`src/rtl/axil_master.sv`:
```
// Single-outstanding AXI4-Lite initiator: accepts one command at a time, runs
// it as an AXI-Lite read or write and holds the captured response until consumed.
//
// state   | meaning
// --------+---------------------------------------------------------------
// IDLE    | waiting for a command; cmd_ready high
// WR      | AW and W offered; each valid drops after its own handshake
// WR_RESP | bready high, waiting for the B beat
// RD_ADDR | arvalid high, waiting for arready
// RD_DATA | rready high, waiting for the R beat
// DONE    | resp_valid high with a stable response until resp_ready
module axil_master #(
    parameter int          DATA_WIDTH = 32,
    parameter int          ADDR_WIDTH = 32,
    parameter int          STRB_WIDTH = DATA_WIDTH / 8,
    parameter logic [2:0]  PROT       = 3'b000
) (
    input  logic                  clk,
    input  logic                  rst,

    input  logic                  cmd_valid,
    output logic                  cmd_ready,
    input  logic                  cmd_we,
    input  logic [ADDR_WIDTH-1:0] cmd_addr,
    input  logic [DATA_WIDTH-1:0] cmd_wdata,
    input  logic [STRB_WIDTH-1:0] cmd_wstrb,

    output logic                  resp_valid,
    input  logic                  resp_ready,
    output logic [DATA_WIDTH-1:0] resp_rdata,
    output logic [1:0]            resp_resp,
    output logic                  busy,

    output logic [ADDR_WIDTH-1:0] m_axil_awaddr,
    output logic [2:0]            m_axil_awprot,
    output logic                  m_axil_awvalid,
    input  logic                  m_axil_awready,
    output logic [DATA_WIDTH-1:0] m_axil_wdata,
    output logic [STRB_WIDTH-1:0] m_axil_wstrb,
    output logic                  m_axil_wvalid,
    input  logic                  m_axil_wready,
    input  logic [1:0]            m_axil_bresp,
    input  logic                  m_axil_bvalid,
    output logic                  m_axil_bready,
    output logic [ADDR_WIDTH-1:0] m_axil_araddr,
    output logic [2:0]            m_axil_arprot,
    output logic                  m_axil_arvalid,
    input  logic                  m_axil_arready,
    input  logic [DATA_WIDTH-1:0] m_axil_rdata,
    input  logic [1:0]            m_axil_rresp,
    input  logic                  m_axil_rvalid,
    output logic                  m_axil_rready
);

    typedef enum logic [2:0] {
        S_IDLE    = 3'd0,
        S_WR      = 3'd1,
        S_WR_RESP = 3'd2,
        S_RD_ADDR = 3'd3,
        S_RD_DATA = 3'd4,
        S_DONE    = 3'd5
    } state_t;

    state_t                state;
    logic [ADDR_WIDTH-1:0] addr_q;
    logic [DATA_WIDTH-1:0] wdata_q;
    logic [STRB_WIDTH-1:0] wstrb_q;
    logic                  aw_done;
    logic                  w_done;
    logic                  aw_hs;
    logic                  w_hs;

    assign aw_hs = m_axil_awvalid & m_axil_awready;
    assign w_hs  = m_axil_wvalid & m_axil_wready;

    // Payloads come straight from the command registers, which only change in
    // IDLE, so they are stable for as long as any valid is high.
    assign m_axil_awaddr = addr_q;
    assign m_axil_araddr = addr_q;
    assign m_axil_wdata  = wdata_q;
    assign m_axil_wstrb  = wstrb_q;
    assign m_axil_awprot = PROT;
    assign m_axil_arprot = PROT;

    assign cmd_ready = (state == S_IDLE);
    assign busy      = (state != S_IDLE);

    always_ff @(posedge clk or negedge rst) begin
        if (!rst) begin
            state          <= S_IDLE;
            addr_q         <= '0;
            wdata_q        <= '0;
            wstrb_q        <= '0;
            aw_done        <= 1'b0;
            w_done         <= 1'b0;
            m_axil_awvalid <= 1'b0;
            m_axil_wvalid  <= 1'b0;
            m_axil_bready  <= 1'b0;
            m_axil_arvalid <= 1'b0;
            m_axil_rready  <= 1'b0;
            resp_valid     <= 1'b0;
            resp_rdata     <= '0;
            resp_resp      <= '0;
        end else begin
            case (state)
                S_IDLE: begin
                    if (cmd_valid) begin
                        addr_q  <= cmd_addr;
                        wdata_q <= cmd_wdata;
                        wstrb_q <= cmd_wstrb;
                        if (cmd_we) begin
                            state          <= S_WR;
                            aw_done        <= 1'b0;
                            w_done         <= 1'b0;
                            m_axil_awvalid <= 1'b1;
                            m_axil_wvalid  <= 1'b1;
                        end else begin
                            state          <= S_RD_ADDR;
                            m_axil_arvalid <= 1'b1;
                        end
                    end
                end

                S_WR: begin
                    if (aw_hs) begin
                        m_axil_awvalid <= 1'b0;
                        aw_done        <= 1'b1;
                    end
                    if (w_hs) begin
                        m_axil_wvalid <= 1'b0;
                        w_done        <= 1'b1;
                    end
                    // Either channel may complete first, or both in the same cycle.
                    if ((aw_done || aw_hs) && (w_done || w_hs)) begin
                        state         <= S_WR_RESP;
                        m_axil_bready <= 1'b1;
                    end
                end

                S_WR_RESP: begin
                    if (m_axil_bvalid) begin
                        m_axil_bready <= 1'b0;
                        resp_resp     <= m_axil_bresp;
                        resp_rdata    <= '0;
                        resp_valid    <= 1'b1;
                        state         <= S_DONE;
                    end
                end

                S_RD_ADDR: begin
                    if (m_axil_arready) begin
                        m_axil_arvalid <= 1'b0;
                        m_axil_rready  <= 1'b1;
                        state          <= S_RD_DATA;
                    end
                end

                S_RD_DATA: begin
                    if (m_axil_rvalid) begin
                        m_axil_rready <= 1'b0;
                        resp_rdata    <= m_axil_rdata;
                        resp_resp     <= m_axil_rresp;
                        resp_valid    <= 1'b1;
                        state         <= S_DONE;
                    end
                end

                S_DONE: begin
                    if (resp_ready) begin
                        resp_valid <= 1'b0;
                        state      <= S_IDLE;
                    end
                end

                default: begin
                    state <= S_IDLE;
                end
            endcase
        end
    end

endmodule
```
`config.mk`:
```
export PLATFORM = sky130hd
export DESIGN_NAME = axil_master
export DESIGN_NICKNAME = d
export VERILOG_FILES = /design/src/rtl/axil_master.sv
export SDC_FILE = /design/constraint.sdc
export NUM_CORES = 1
export LEC_CHECK = 0
export BUFFER_PORTS_ARGS = -buffer_cell sky130_fd_sc_hd__buf_2
export CAP_MARGIN = 20
export CORE_MARGIN = 4
export CORE_UTILIZATION = 30
export CTS_CLUSTER_DIAMETER = 40
export DETAILED_ROUTE_END_ITERATION = 7
export GPL_TIMING_DRIVEN = 0
export PLACE_DENSITY_LB_ADDON = 0.1
export SKIP_LAST_GASP = 1
export SLEW_MARGIN = 10
export SYNTH_ARGS = -nofsm -noshare
export SYNTH_HDL_FRONTEND = slang
export SYNTH_SLANG_ARGS = --single-unit
```
`constraint.sdc`:
```
create_clock -name clk -period 3 [get_ports clk]
set_input_delay 0.6 -clock clk [delete_from_list [all_inputs] [get_ports clk]]
set_output_delay 0.6 -clock clk [all_outputs]
set_load 0.01 [all_outputs]
```
==> results.rst, run 1 <==
.. list-table::
   :header-rows: 1

   * - Metric
     - Value
   * - Final min period
     - 1950 ps
   * - Multiplexer fraction of the synthesized cell area
     - 20.3%
   * - Maximum fanout count along the critical path
     - 8
   * - Insertion delay of the later-clocked pin in the worst-skew pair
     - 400 ps
   * - Reported max-cap violation count
     - 0
   * - Internal reg-to-reg setup slack
     - 1290 ps
   * - Rows
     - 47
   * - Count of synthesis-stage warnings from yosys
     - 0
   * - Diode count
     - 0
   * - Synthesized area
     - 5200 um^2
   * - Arrival @ worst endpoint
     - 1350 ps
   * - Area fraction in compound gates after synthesis
     - 6.64%
   * - Internal power
     - 5.60 mW
   * - Worst R2R Start
     - state[2]
   * - Result of the run
     - finished clean
   * - Slowest cell on the critical path
     - dfrtp_1
   * - Net Sw Frac
     - 32.8%
   * - CTS Buffer Depth
     - 2
   * - Mean instance size in the synthesized netlist
     - 12.8 um^2
   * - Max-Slew Margin vs Limit
     - 62.4%
   * - Length of routed met3 wiring
     - 969 um
   * - Area share of the largest cell type after synthesis
     - 54.4%
   * - Starting density of the core
     - 31.0%
   * - Part of the cycle the worst path needs
     - 65.1%
   * - Capturing point of the worst reg2reg path
     - m_axil_wdata[15]
   * - Clk_skew
     - 7.51 ps
   * - Min-Delay Path Class
     - in -> async
   * - Antenna-violating nets left
     - 0
   * - DP HPWL
     - 10800 um
   * - Global placer's final weighted congestion
     - 0.785
   * - Uppermost layer routed
     - met4
   * - Largest family of logic cells by synthesized area
     - multiplexers
   * - Final-report setup violation count
     - 0
   * - CTS HTree Levels
     - 4
   * - Metal2 WL
     - 7190 um
   * - Count of distinct cell types in the synthesized netlist
     - 35
   * - CP cell instances
     - nor3_4 -> inv_1 -> buf_2
   * - Wire length of the first global-routing pass
     - 21800 um
   * - NetSw
     - 2.74 mW
   * - CP max stage delay
     - 480 ps
   * - Number of register bits inferred by synthesis
     - 113
   * - Leakage power total
     - 3.85 nW
   * - Placed Area
     - 6810 um^2
   * - Total number of clock tree sinks
     - 113
   * - Total clock buffers created by CTS
     - 17
   * - Part of the power in registers
     - 31.5%
   * - Pin count of the biggest net entering global routing
     - 66
   * - Share of cells above drive strength 1
     - 59.9%
   * - Number of synthesized flops with an enable pin
     - 0
   * - Post-layout nets
     - 801
   * - TritonCTS clock tree
     - done
   * - Die outline width
     - 140 um
   * - Share of synthesized cell area in full adder, half adder and majority cells
     - 0%
   * - Final global-route overflow total
     - 0
   * - Proportion of synthesized chip area in sequential cells
     - 54.4%
   * - Number of failing hold endpoints at the final stage
     - 0
   * - Setup repair after global routing missed its margin
     - false
   * - Top area cells in the synthesized netlist
     - dfrtp_1 54%, mux2_4 19%, buf_4 6.1%
   * - Routed met1 length
     - 5660 um
   * - Quantity of gates resized following cts
     - 0
   * - Area taken by flip-flops and latches
     - 2830 um^2
   * - Instance count of the mapped netlist
     - 407
   * - Top-level I/O count
     - 262
   * - Class of the most critical setup path
     - reg -> out
   * - Most instantiated library cell after synthesis
     - dfrtp_1
   * - Antenna violations before repair
     - 0
   * - Vias/cell
     - 4.29
   * - Buffers inserted during post-CTS setup optimization
     - 0
   * - Routed vias
     - 3951
   * - Required time worst endpoint
     - 2400 ps
   * - Area of all placed cells without fillers
     - 7410 um^2
   * - Final WL
     - 14100 um
   * - F_max
     - 512 MHz
   * - Core box area
     - 16800 um^2
   * - Global routing usage summed across all routing layers
     - 14.1%
   * - Top cell type by total area after synthesis
     - dfrtp_1
   * - Dominant synthesized flop cell
     - dfrtp_1
   * - Number of DRC violations after detailed-routing iteration 0
     - 106
   * - Endpoint type of the worst setup path
     - output pin
   * - Xor-xnor portion of the synthesized cell area
     - 0%
   * - Asr flop ratio synth
     - 100%
   * - Drt first pass iters
     - 4
   * - Die Footprint
     - 19500 um^2
   * - Power density of the placed cells
     - 1130 nW/um^2
   * - Die outline height
     - 140 um
   * - Area share of and/or/nand/nor cells after synthesis
     - 7.82%
   * - PortBufs
     - 255
   * - Area delta synth->final
     - 42.5%
   * - Drt wl/cell
     - 15.3 um
   * - Worst Setup Start Kind
     - flip-flop
   * - Clock network power share
     - 24.6%
   * - Count of pins over their slew limit
     - 0
   * - Vias in the first global route
     - 3983
   * - CTS Root Cell
     - clkbuf_16
   * - Measured slew at the worst slew-check pin
     - 560 ps
   * - Worst reg-to-reg path cell count
     - 5
   * - Accumulated negative setup slack
     - 0 ps
   * - Comb pwr share
     - 43.9%
   * - Top post-synthesis cells by count
     - 113 x dfrtp_1, 77 x nand2_1, 66 x mux2_4
   * - Count of unresolved DRC violations after routing
     - 0
   * - Clock slew at reported path FFs
     - 50 ps
   * - VDD IR-drop max
     - 481 uV
   * - Area occupied by multi-input gates
     - 1830 um^2
   * - Total of fill cells in the finished design
     - 1625
   * - Number of hold buffers added after CTS
     - 0
cells by family (layout without fill, tap and decap cells):
| group | Yosys count | after routing |
|---|---|---|
| AOI/OAI and AO/OA | 61 | 61 |
| buffers and inverters | 65 | 353 |
| DFF | 113 | 113 |
| muxes | 72 | 72 |
| other | 1 | 6 |
| and+or+nand+nor | 95 | 95 |
layout by cell type, fill, tap and decap left out, types with 3 or more instances in the layout:
| master | instances |
|---|---|
| a21oi_1 | 9 |
| a22o_1 | 3 |
| a31oi_1 | 5 |
| buf_12 | 7 |
| buf_2 | 258 |
| buf_4 | 42 |
| buf_6 | 5 |
| bufinv_16 | 3 |
| clkbuf_1 | 4 |
| clkbuf_16 | 17 |
| clkbuf_8 | 3 |
| clkinv_2 | 3 |
| conb_1 | 6 |
| dfrtp_1 | 113 |
| inv_1 | 4 |
| mux2_4 | 66 |
| mux2i_1 | 3 |
| nand2_1 | 77 |
| nor2_1 | 5 |
| o21ai_0 | 34 |
| o21ai_1 | 4 |
worst max-delay path, delay by kind of cell, from the launching register on:
kind          cells  cell delay [ps]
flops             1              480
buf+inv           2              200
simple gates      1              270
stage by stage:
step / cells / power, mW / utilization (%) / setup WS [ps] / hold slack, ps
CTS: 920 / 8.49 / 44.2 / 1020 / 137
detailed placement: 888 / 6.37 / 40.6 / 1230 / 467
finish: 920 / 8.35 / 44.2 / 1050 / 137
floorplan: 412 / 4.99 / - / 1400 / 304
global route: 920 / 8.86 / 44.2 / 958 / 156
global placement: 887 / 6.32 / 40.4 / -97.3 / 460
state kept, by name, summed over array words and instances (netlist names):
signal	cells
m_axil_bready	1
m_axil_awvalid	1
w_done	1
aw_done	1
resp_rdata	32
m_axil_rready	1
resp_valid	1
state	3
m_axil_wvalid	1
resp_resp	2
m_axil_wdata	32
m_axil_arvalid	1
m_axil_araddr	32
m_axil_wstrb	4
worst max path at each step:
stage / start / endpoint / slack, ps / cells after the start
floorplan: state[1] / m_axil_araddr[0] / 1400 / 6
global placement: rst / m_axil_araddr[18] / -100 / 1
detailed placement: m_axil_bvalid / resp_rdata[20] / 1230 / 7
CTS: state[2] / busy / 1020 / 3
global route: state[2] / busy / 960 / 3
finish: state[2] / busy / 1050 / 3
routing by layer:
metal / vias up / global-route usage (%)
met1: 1872 / 16.7
met3: 20 / 4.94
met5: - / 0
met4: 0 / 4.84
li1: 1898 / -
met2: 161 / 24.1
area by class of cell:
class,count,share of cell area (%)
plain buffers,61,7.41
clock buffers,23,6.45
clock inverters,9,1.75
inverters,4,0.202
multi-input cells,234,24.7
flip-flops and latches,113,38.1
well taps,220,3.71
repair buffers,256,17.7
power groups by stage:
stage	clock, mW	sequential [mW]	combinational, mW
after global routing	2.19	2.73	3.93
after floorplan	0	2.93	2.06
after detailed placement	0	2.66	3.71
after global placement	0	2.63	3.69
after CTS	2.12	2.64	3.73
final	2.05	2.63	3.66
(Power assumes the default switching activity.)
==> inputs of run 2 (changes only) <==
--- a/config.mk
+++ b/config.mk
@@ -5,6 +5,7 @@
 export SDC_FILE = /design/constraint.sdc
 export NUM_CORES = 1
 export LEC_CHECK = 0
+export ABC_AREA = 1
 export BUFFER_PORTS_ARGS = -buffer_cell sky130_fd_sc_hd__buf_2
 export CAP_MARGIN = 20
 export CORE_MARGIN = 4
==> constraint.sdc (replaced) <==
create_clock -name clk -period 1.7 [get_ports clk]
set_input_delay 0.34 -clock clk [delete_from_list [all_inputs] [get_ports clk]]
set_output_delay 0.34 -clock clk [all_outputs]
set_load 0.01 [all_outputs]
==> run 2 against run 1 <==
Effect of this change:
- first-iteration DRC count grew 110%
- critical path depth up 2
- core utilization up 1.9 points
- sequential power up 79%
- non-clock buffer count rose by 23
- via count up 24%
- die area decreased by 3.8%
- synthesized cell count up 44%
- area after synthesis down 4.0%
- total power grew 84%
==> results.rst, run 2 <==
.. list-table::
   :header-rows: 1

   * - Metric
     - Value
   * - Top post-synthesis cells by count
     - 252 x nand2_1, 113 x dfrtp_1, 107 x nand3_1
   * - Top cell type by total area after synthesis
     - dfrtp_1
   * - Pin count of the biggest net entering global routing
     - 61
   * - Count of unresolved DRC violations after routing
     - 0
   * - Area share of the largest cell type after synthesis
     - 56.6%
   * - Most common library cell in the layout ignoring fill and taps
     - buf_2
   * - Die outline height
     - 137 um
   * - Part of the cycle the worst path needs
     - 97.4%
   * - Arrival @ worst endpoint
     - 1320 ps
   * - Crit path capture
     - cmd_ready
   * - Routed vias
     - 4880
   * - Top-level I/O count
     - 262
   * - Number of DRC violations after detailed-routing iteration 0
     - 224
   * - Mean instance size in the synthesized netlist
     - 8.51 um^2
   * - Drt wl/cell
     - 14.6 um
   * - Max-Slew Margin vs Limit
     - 64.9%
   * - Total clock buffers created by CTS
     - 17
   * - Worst reg-to-reg path cell count
     - 8
   * - Asr flop ratio synth
     - 100%
   * - Routing layer with the top usage in global route
     - met2
   * - Final min period
     - 1660 ps
   * - Accumulated negative setup slack
     - 0 ps
   * - Number of register bits inferred by synthesis
     - 113
   * - Core box area
     - 16100 um^2
   * - Rows
     - 46
   * - Layout Utilization
     - 46.1%
   * - Capturing point of the worst reg2reg path
     - resp_rdata[2]
   * - Min Hold Slack
     - 148 ps
   * - Vias/cell
     - 4.39
   * - Proportion of synthesized chip area in sequential cells
     - 56.6%
   * - Area delta synth->final
     - 48.9%
   * - Die Footprint
     - 18800 um^2
   * - Starting density of the core
     - 31.0%
   * - Final WL
     - 16200 um
   * - Maximum fanout count along the critical path
     - 5
   * - Most frequent cells in the layout
     - 262 x buf_2, 249 x nand2_1, 110 x dfrtp_1, 106 x nand3_1, 56 x buf_4
   * - Met1 track demand over resource in global routing
     - 20.4%
   * - Total of fill cells in the finished design
     - 1678
   * - Min-Delay Path Class
     - in -> reg
   * - Count of pins over their slew limit
     - 0
   * - Post-route non-filler standard cell count
     - 1111
   * - Vias in the first global route
     - 4796
   * - CTS HTree Levels
     - 4
   * - M2 GR Usage
     - 27.8%
   * - Endpoint type of the worst setup path
     - output pin
   * - Worst R2R Start
     - state[2]
   * - Leakage power total
     - 4.44 nW
   * - Class of the most critical setup path
     - reg -> out
   * - VDD IR-drop max
     - 811 uV
   * - CTS Buffer Depth
     - 2
   * - Insertion delay of the later-clocked pin in the worst-skew pair
     - 410 ps
   * - Antenna-violating nets left
     - 0
   * - Die outline width
     - 137 um
   * - Clock slew at reported path FFs
     - 60 ps
   * - Cell Count Post-Placement
     - 1063
   * - Dominant synthesized flop cell
     - dfrtp_1
   * - Measured slew at the worst slew-check pin
     - 527 ps
   * - Power density of the placed cells
     - 2060 nW/um^2
   * - Global placer's final weighted congestion
     - 0.776
   * - Worst setup path startpoint
     - state[2]
   * - Reported max-cap violation count
     - 0
   * - Internal reg-to-reg setup slack
     - 110 ps
   * - Count of distinct cell types in the synthesized netlist
     - 18
   * - Area occupied by multi-input gates
     - 1670 um^2
   * - Number of synthesized flops with an enable pin
     - 0
   * - Count of synthesis-stage warnings from yosys
     - 0
   * - Area taken by flip-flops and latches
     - 2830 um^2
   * - DP HPWL
     - 12200 um
   * - Instance count of the mapped netlist
     - 587
   * - Final-report setup violation count
     - 0
   * - TritonCTS clock tree
     - done
   * - PortBufs
     - 254
   * - Synthesized area
     - 4990 um^2
   * - Drt first pass iters
     - 4
   * - Number of failing hold endpoints at the final stage
     - 0
   * - Share of cells above drive strength 1
     - 42.6%
   * - Clk_skew
     - 9.61 ps
   * - Global routing usage summed across all routing layers
     - 17.0%
   * - GRT met3 Usage
     - 7.46%
   * - Post-layout nets
     - 994
   * - Result of the run
     - finished clean
   * - Antenna violations before repair
     - 1
   * - Most instantiated library cell after synthesis
     - nand2_1
   * - Setup repair after global routing missed its margin
     - true
   * - Required time worst endpoint
     - 1360 ps
   * - Top area cells in the synthesized netlist
     - dfrtp_1 57%, nand2_1 19%, nand3_1 11%
   * - CTS Root Cell
     - clkbuf_16
   * - F_max
     - 604 MHz
   * - Total power draw
     - 15.3 mW
   * - Total number of clock tree sinks
     - 113
   * - Wire length of the first global-routing pass
     - 24800 um
   * - Worst Setup Start Kind
     - flip-flop
   * - Final global-route overflow total
     - 0
==> run 2: cell types whose count changed after synthesis, sizes merged, moves of 6 or more <==
cell	change
nand2	+176
nand3	+107
mux2	-69
o21ai	-32
inv	+13
a21oi	-7
clkbuf	+7
nor2	+7
a31oi	-6
==> run 2: per-stage QoR <==
stage	instance area, um^2	worst slack (ps)
after floorplan	5010	284
after global placement	6550	-1150
after detailed placement	6590	-13.3
after CTS	7300	-18.9
after global routing	7430	-18.4
final	7430	43.7
==> run 2: timing repair <==
item,CTS,global route
buffers inserted,5,9
gates cloned,0,1
gates resized for setup,11,14
pin swaps,1,5
hold endpoints to repair,53,0
hold buffers,1,0
endpoints found under the setup margin,3,36
==> run 2: worst min-delay path by stage <==
stage                          start           endpoint  cells after the start
finish              m_axil_rdata[13]     resp_rdata[13]                      3
global route        m_axil_rdata[13]     resp_rdata[13]                      3
CTS                 m_axil_rdata[16]     resp_rdata[16]                      3
detailed placement               rst  m_axil_araddr[24]                      1
global placement    m_axil_wdata[25]   m_axil_wdata[25]                      2
floorplan                        rst            aw_done                      0
==> run 2: cell type report <==
type	count	area share [%]
multi-input cells	391	22.4
diodes	2	0.0673
clock inverters	9	2.05
inverters	17	1.03
repair buffers	271	19.6
flip-flops and latches	113	38.1
plain buffers	69	6.56
clock buffers	23	6.56
well taps	216	3.64
==> run 2: metal layers <==
metal,share of wire [%],routed length (um)
met5,0.049,8
met3,11,1760
met4,1.1,170
met1,40,6510
met2,48,7730
==> run 2: where the power goes <==
part / leakage, nW / switching [mW] / internal, mW
Sequential: 1.45 / 0.772 / 3.93
Combinational: 2.68 / 3.80 / 2.98
Clock: 0.305 / 1.24 / 2.60
Total: 4.44 / 5.81 / 9.51
==> run 2: cells by family (layout without fill, tap and decap cells) <==
group                  count (synthesis)  count (layout)  share of synthesized area (%)
AND/OR/NAND/NOR                      375             375                           31.3
flip-flops                           113             113                           56.6
buffers and inverters                 88             389                           11.0
AO/OA/AOI/OAI                         10              10                           1.00
other                                  1               8                         0.0751
==> run 2: worst max-delay path, cell delays in order, from the launching register on <==
cell     delay, ps
dfrtp_2        420
nor2_4         140
nand2_4         80
inv_4           70
buf_8          110
buf_6           90
==> inputs of run 3 (changes only) <==
--- a/config.mk
+++ b/config.mk
@@ -7,8 +7,7 @@
 export LEC_CHECK = 0
 export ABC_AREA = 1
 export BUFFER_PORTS_ARGS = -buffer_cell sky130_fd_sc_hd__buf_2
-export CAP_MARGIN = 20
-export CORE_MARGIN = 4
+export CORE_MARGIN = 8
 export CORE_UTILIZATION = 30
 export CTS_CLUSTER_DIAMETER = 40
 export DETAILED_ROUTE_END_ITERATION = 7
==> run 3 against run 2 <==
Effect of this change:
- register-to-register slack barely moved
- clock skew fell by 2.9 ps
- final cell count fell by 0.18%
- via count fell by 1.0%
- sequential share of layout area rose by 0.79 points
- cell area fell by 2.0%
- hold slack improved by 11 ps
- clock power fell by 15%
- first-iteration DRC count fell by 24%
==> results.rst, run 3 (same netlist as run 2, synthesis figures left out) <==
.. list-table::
   :header-rows: 1

   * - Metric
     - Value
   * - Antenna violations before repair
     - 2
   * - Layout Utilization
     - 44.4%
   * - PortBufs
     - 254
   * - Most common library cell in the layout ignoring fill and taps
     - buf_2
   * - Area of all placed cells without fillers
     - 7280 um^2
   * - End of the worst hold path
     - resp_rdata[29]
   * - Wire length of the first global-routing pass
     - 27000 um
   * - Total number of clock tree sinks
     - 113
   * - Vias in the first global route
     - 5021
   * - Die outline height
     - 145 um
   * - Category of cells accounting for the largest share of critical-path delay
     - flip-flops
   * - Share of cells above drive strength 1
     - 41.4%
   * - Worst R2R Start
     - state[1]
   * - Starting density of the core
     - 30.4%
   * - GRT met3 Usage
     - 8.08%
   * - Arrival @ worst endpoint
     - 1300 ps
   * - CP cell instances
     - nor2_4 -> nand2_4 -> inv_4 -> buf_8 -> buf_6
   * - Final-report setup violation count
     - 0
   * - DP HPWL
     - 13100 um
   * - Internal reg-to-reg setup slack
     - 120 ps
   * - M2 GR Usage
     - 25.6%
   * - Setup repair after global routing missed its margin
     - true
   * - Area delta synth->final
     - 45.9%
   * - Antenna-violating nets left
     - 0
   * - Reported max-cap violation count
     - 0
   * - Required time worst endpoint
     - 1360 ps
   * - CTS Buffer Depth
     - 2
   * - Final global-route overflow total
     - 0
   * - Routing layer with the top usage in global route
     - met2
   * - Final min period
     - 1640 ps
   * - Hold wc startpoint
     - m_axil_rdata[29]
   * - Core box area
     - 16400 um^2
   * - Part of the cycle the worst path needs
     - 96.5%
   * - Clk_skew
     - 6.69 ps
   * - Global placer's final weighted congestion
     - 0.800
   * - Power density of the placed cells
     - 2010 nW/um^2
   * - Endpoint type of the worst setup path
     - output pin
   * - CTS HTree Levels
     - 4
   * - Top-level I/O count
     - 262
   * - Most frequent cells in the layout
     - 261 x buf_2, 251 x nand2_1, 110 x dfrtp_1, 107 x nand3_1, 55 x buf_4
   * - Rows
     - 47
   * - Vias/cell
     - 4.36
   * - Buf/Inv on CP
     - 3
   * - Worst setup path startpoint
     - state[2]
   * - Routed vias
     - 4830
   * - Worst Setup Start Kind
     - flip-flop
   * - CTS Root Cell
     - clkbuf_16
   * - Min-Delay Path Depth
     - 3
   * - Number of failing hold endpoints at the final stage
     - 0
   * - CP max stage delay
     - 420 ps
   * - Insertion delay of the later-clocked pin in the worst-skew pair
     - 400 ps
   * - Total clock buffers created by CTS
     - 17
   * - Die Footprint
     - 21000 um^2
   * - Final WL
     - 16900 um
   * - Number of DRC violations after detailed-routing iteration 0
     - 170
   * - Die outline width
     - 145 um
   * - Drt first pass iters
     - 5
   * - Met1 track demand over resource in global routing
     - 18.2%
   * - Min-Delay Path Class
     - in -> reg
   * - Worst reg-to-reg path cell count
     - 10
   * - Post-route non-filler standard cell count
     - 1109
   * - Clock slew at reported path FFs
     - 50 ps
   * - Global routing usage summed across all routing layers
     - 16.0%
   * - Cell Count Post-Placement
     - 1067
   * - Depth of the critical timing path with buffers and inverters included
     - 5
   * - Leakage power total
     - 4.38 nW
   * - VDD IR-drop max
     - 684 uV
   * - Capturing point of the worst reg2reg path
     - resp_rdata[23]
   * - Placed Area
     - 6590 um^2
   * - Count of unresolved DRC violations after routing
     - 0
   * - Post-layout nets
     - 991
   * - Class of the most critical setup path
     - reg -> out
   * - Slowest cell on the critical path
     - dfrtp_2
   * - Drt wl/cell
     - 15.2 um
   * - TritonCTS clock tree
     - done
   * - Maximum fanout count along the critical path
     - 4
   * - Result of the run
     - finished clean
   * - Pin count of the biggest net entering global routing
     - 88
   * - F_max
     - 610 MHz
   * - Count of pins over their slew limit
     - 0
-- run 3: cell types whose count changed in the layout (fill, tap and decap cells not counted), sizes merged --
cell,previous run,this run
buf,328,326
bufinv,4,1
clkinv,3,4
clkinvlp,3,1
diode,2,1
inv,16,17
-- run 3: worst max-delay path by stage --
stage and to:
2_1_floorplan m_axil_araddr[0], 3_3_place_gp resp_rdata[0], 3_5_place_dp m_axil_wdata[30], 4_1_cts cmd_ready
5_1_grt cmd_ready, 6_report cmd_ready
-- run 3: area by class of cell --
cell class                 instances  area (um^2)
inverter                          17         71.3
timing repair buffer             268         1420
buffer                            69          487
clock buffer                      24          482
sequential                       113         2830
antenna                            1         2.50
fill                            1660         9120
tap                              220          275
multi-input combinational        391         1650
clock inverter                     6         57.6
-- run 3: routing by layer --
layer | vias to the layer above | part of all wire [%]
met5 | - | 0.059
met4 | 2 | 1.2
met3 | 13 | 11
met2 | 193 | 46
met1 | 2224 | 41
li1 | 2398 | -
-- run 3: report_power, final --
| group | switching [mW] | total, mW | internal (mW) |
|---|---|---|---|
| Sequential | 0.781 | 4.71 | 3.93 |
| Clock | 1.17 | 3.27 | 2.10 |
| Combinational | 3.80 | 6.69 | 2.89 |
| Total | 5.75 | 14.7 | 8.92 |
-- run 3: timing repair --
item / CTS / global route
gates resized for setup: 11 / 8
setup buffers: 5 / 7
hold buffers: 1 / 0
pin swaps: 1 / 3
hold endpoints to repair: 26 / 0
endpoints found under the setup margin: 21 / 33
-- run 3: metrics by stage --
step	setup TNS [ps]	setup WS (ps)	power [mW]	hold WS, ps
after floorplan	0	284	8.42	44.4
after global placement	-127840	-1140	11.1	452
after detailed placement	-161	-16.6	11.2	231
after CTS	-21.4	-21.4	14.8	134
after global routing	-14.9	-13.8	15.8	154
final	0	60.0	14.7	159
-- run 3: worst register-to-register path: cells and delay by family (launching register included) --
kind / cells / cell delay, ps
and+or+nand+nor: 6 / 590
buffers and inverters: 4 / 450
DFF: 1 / 430
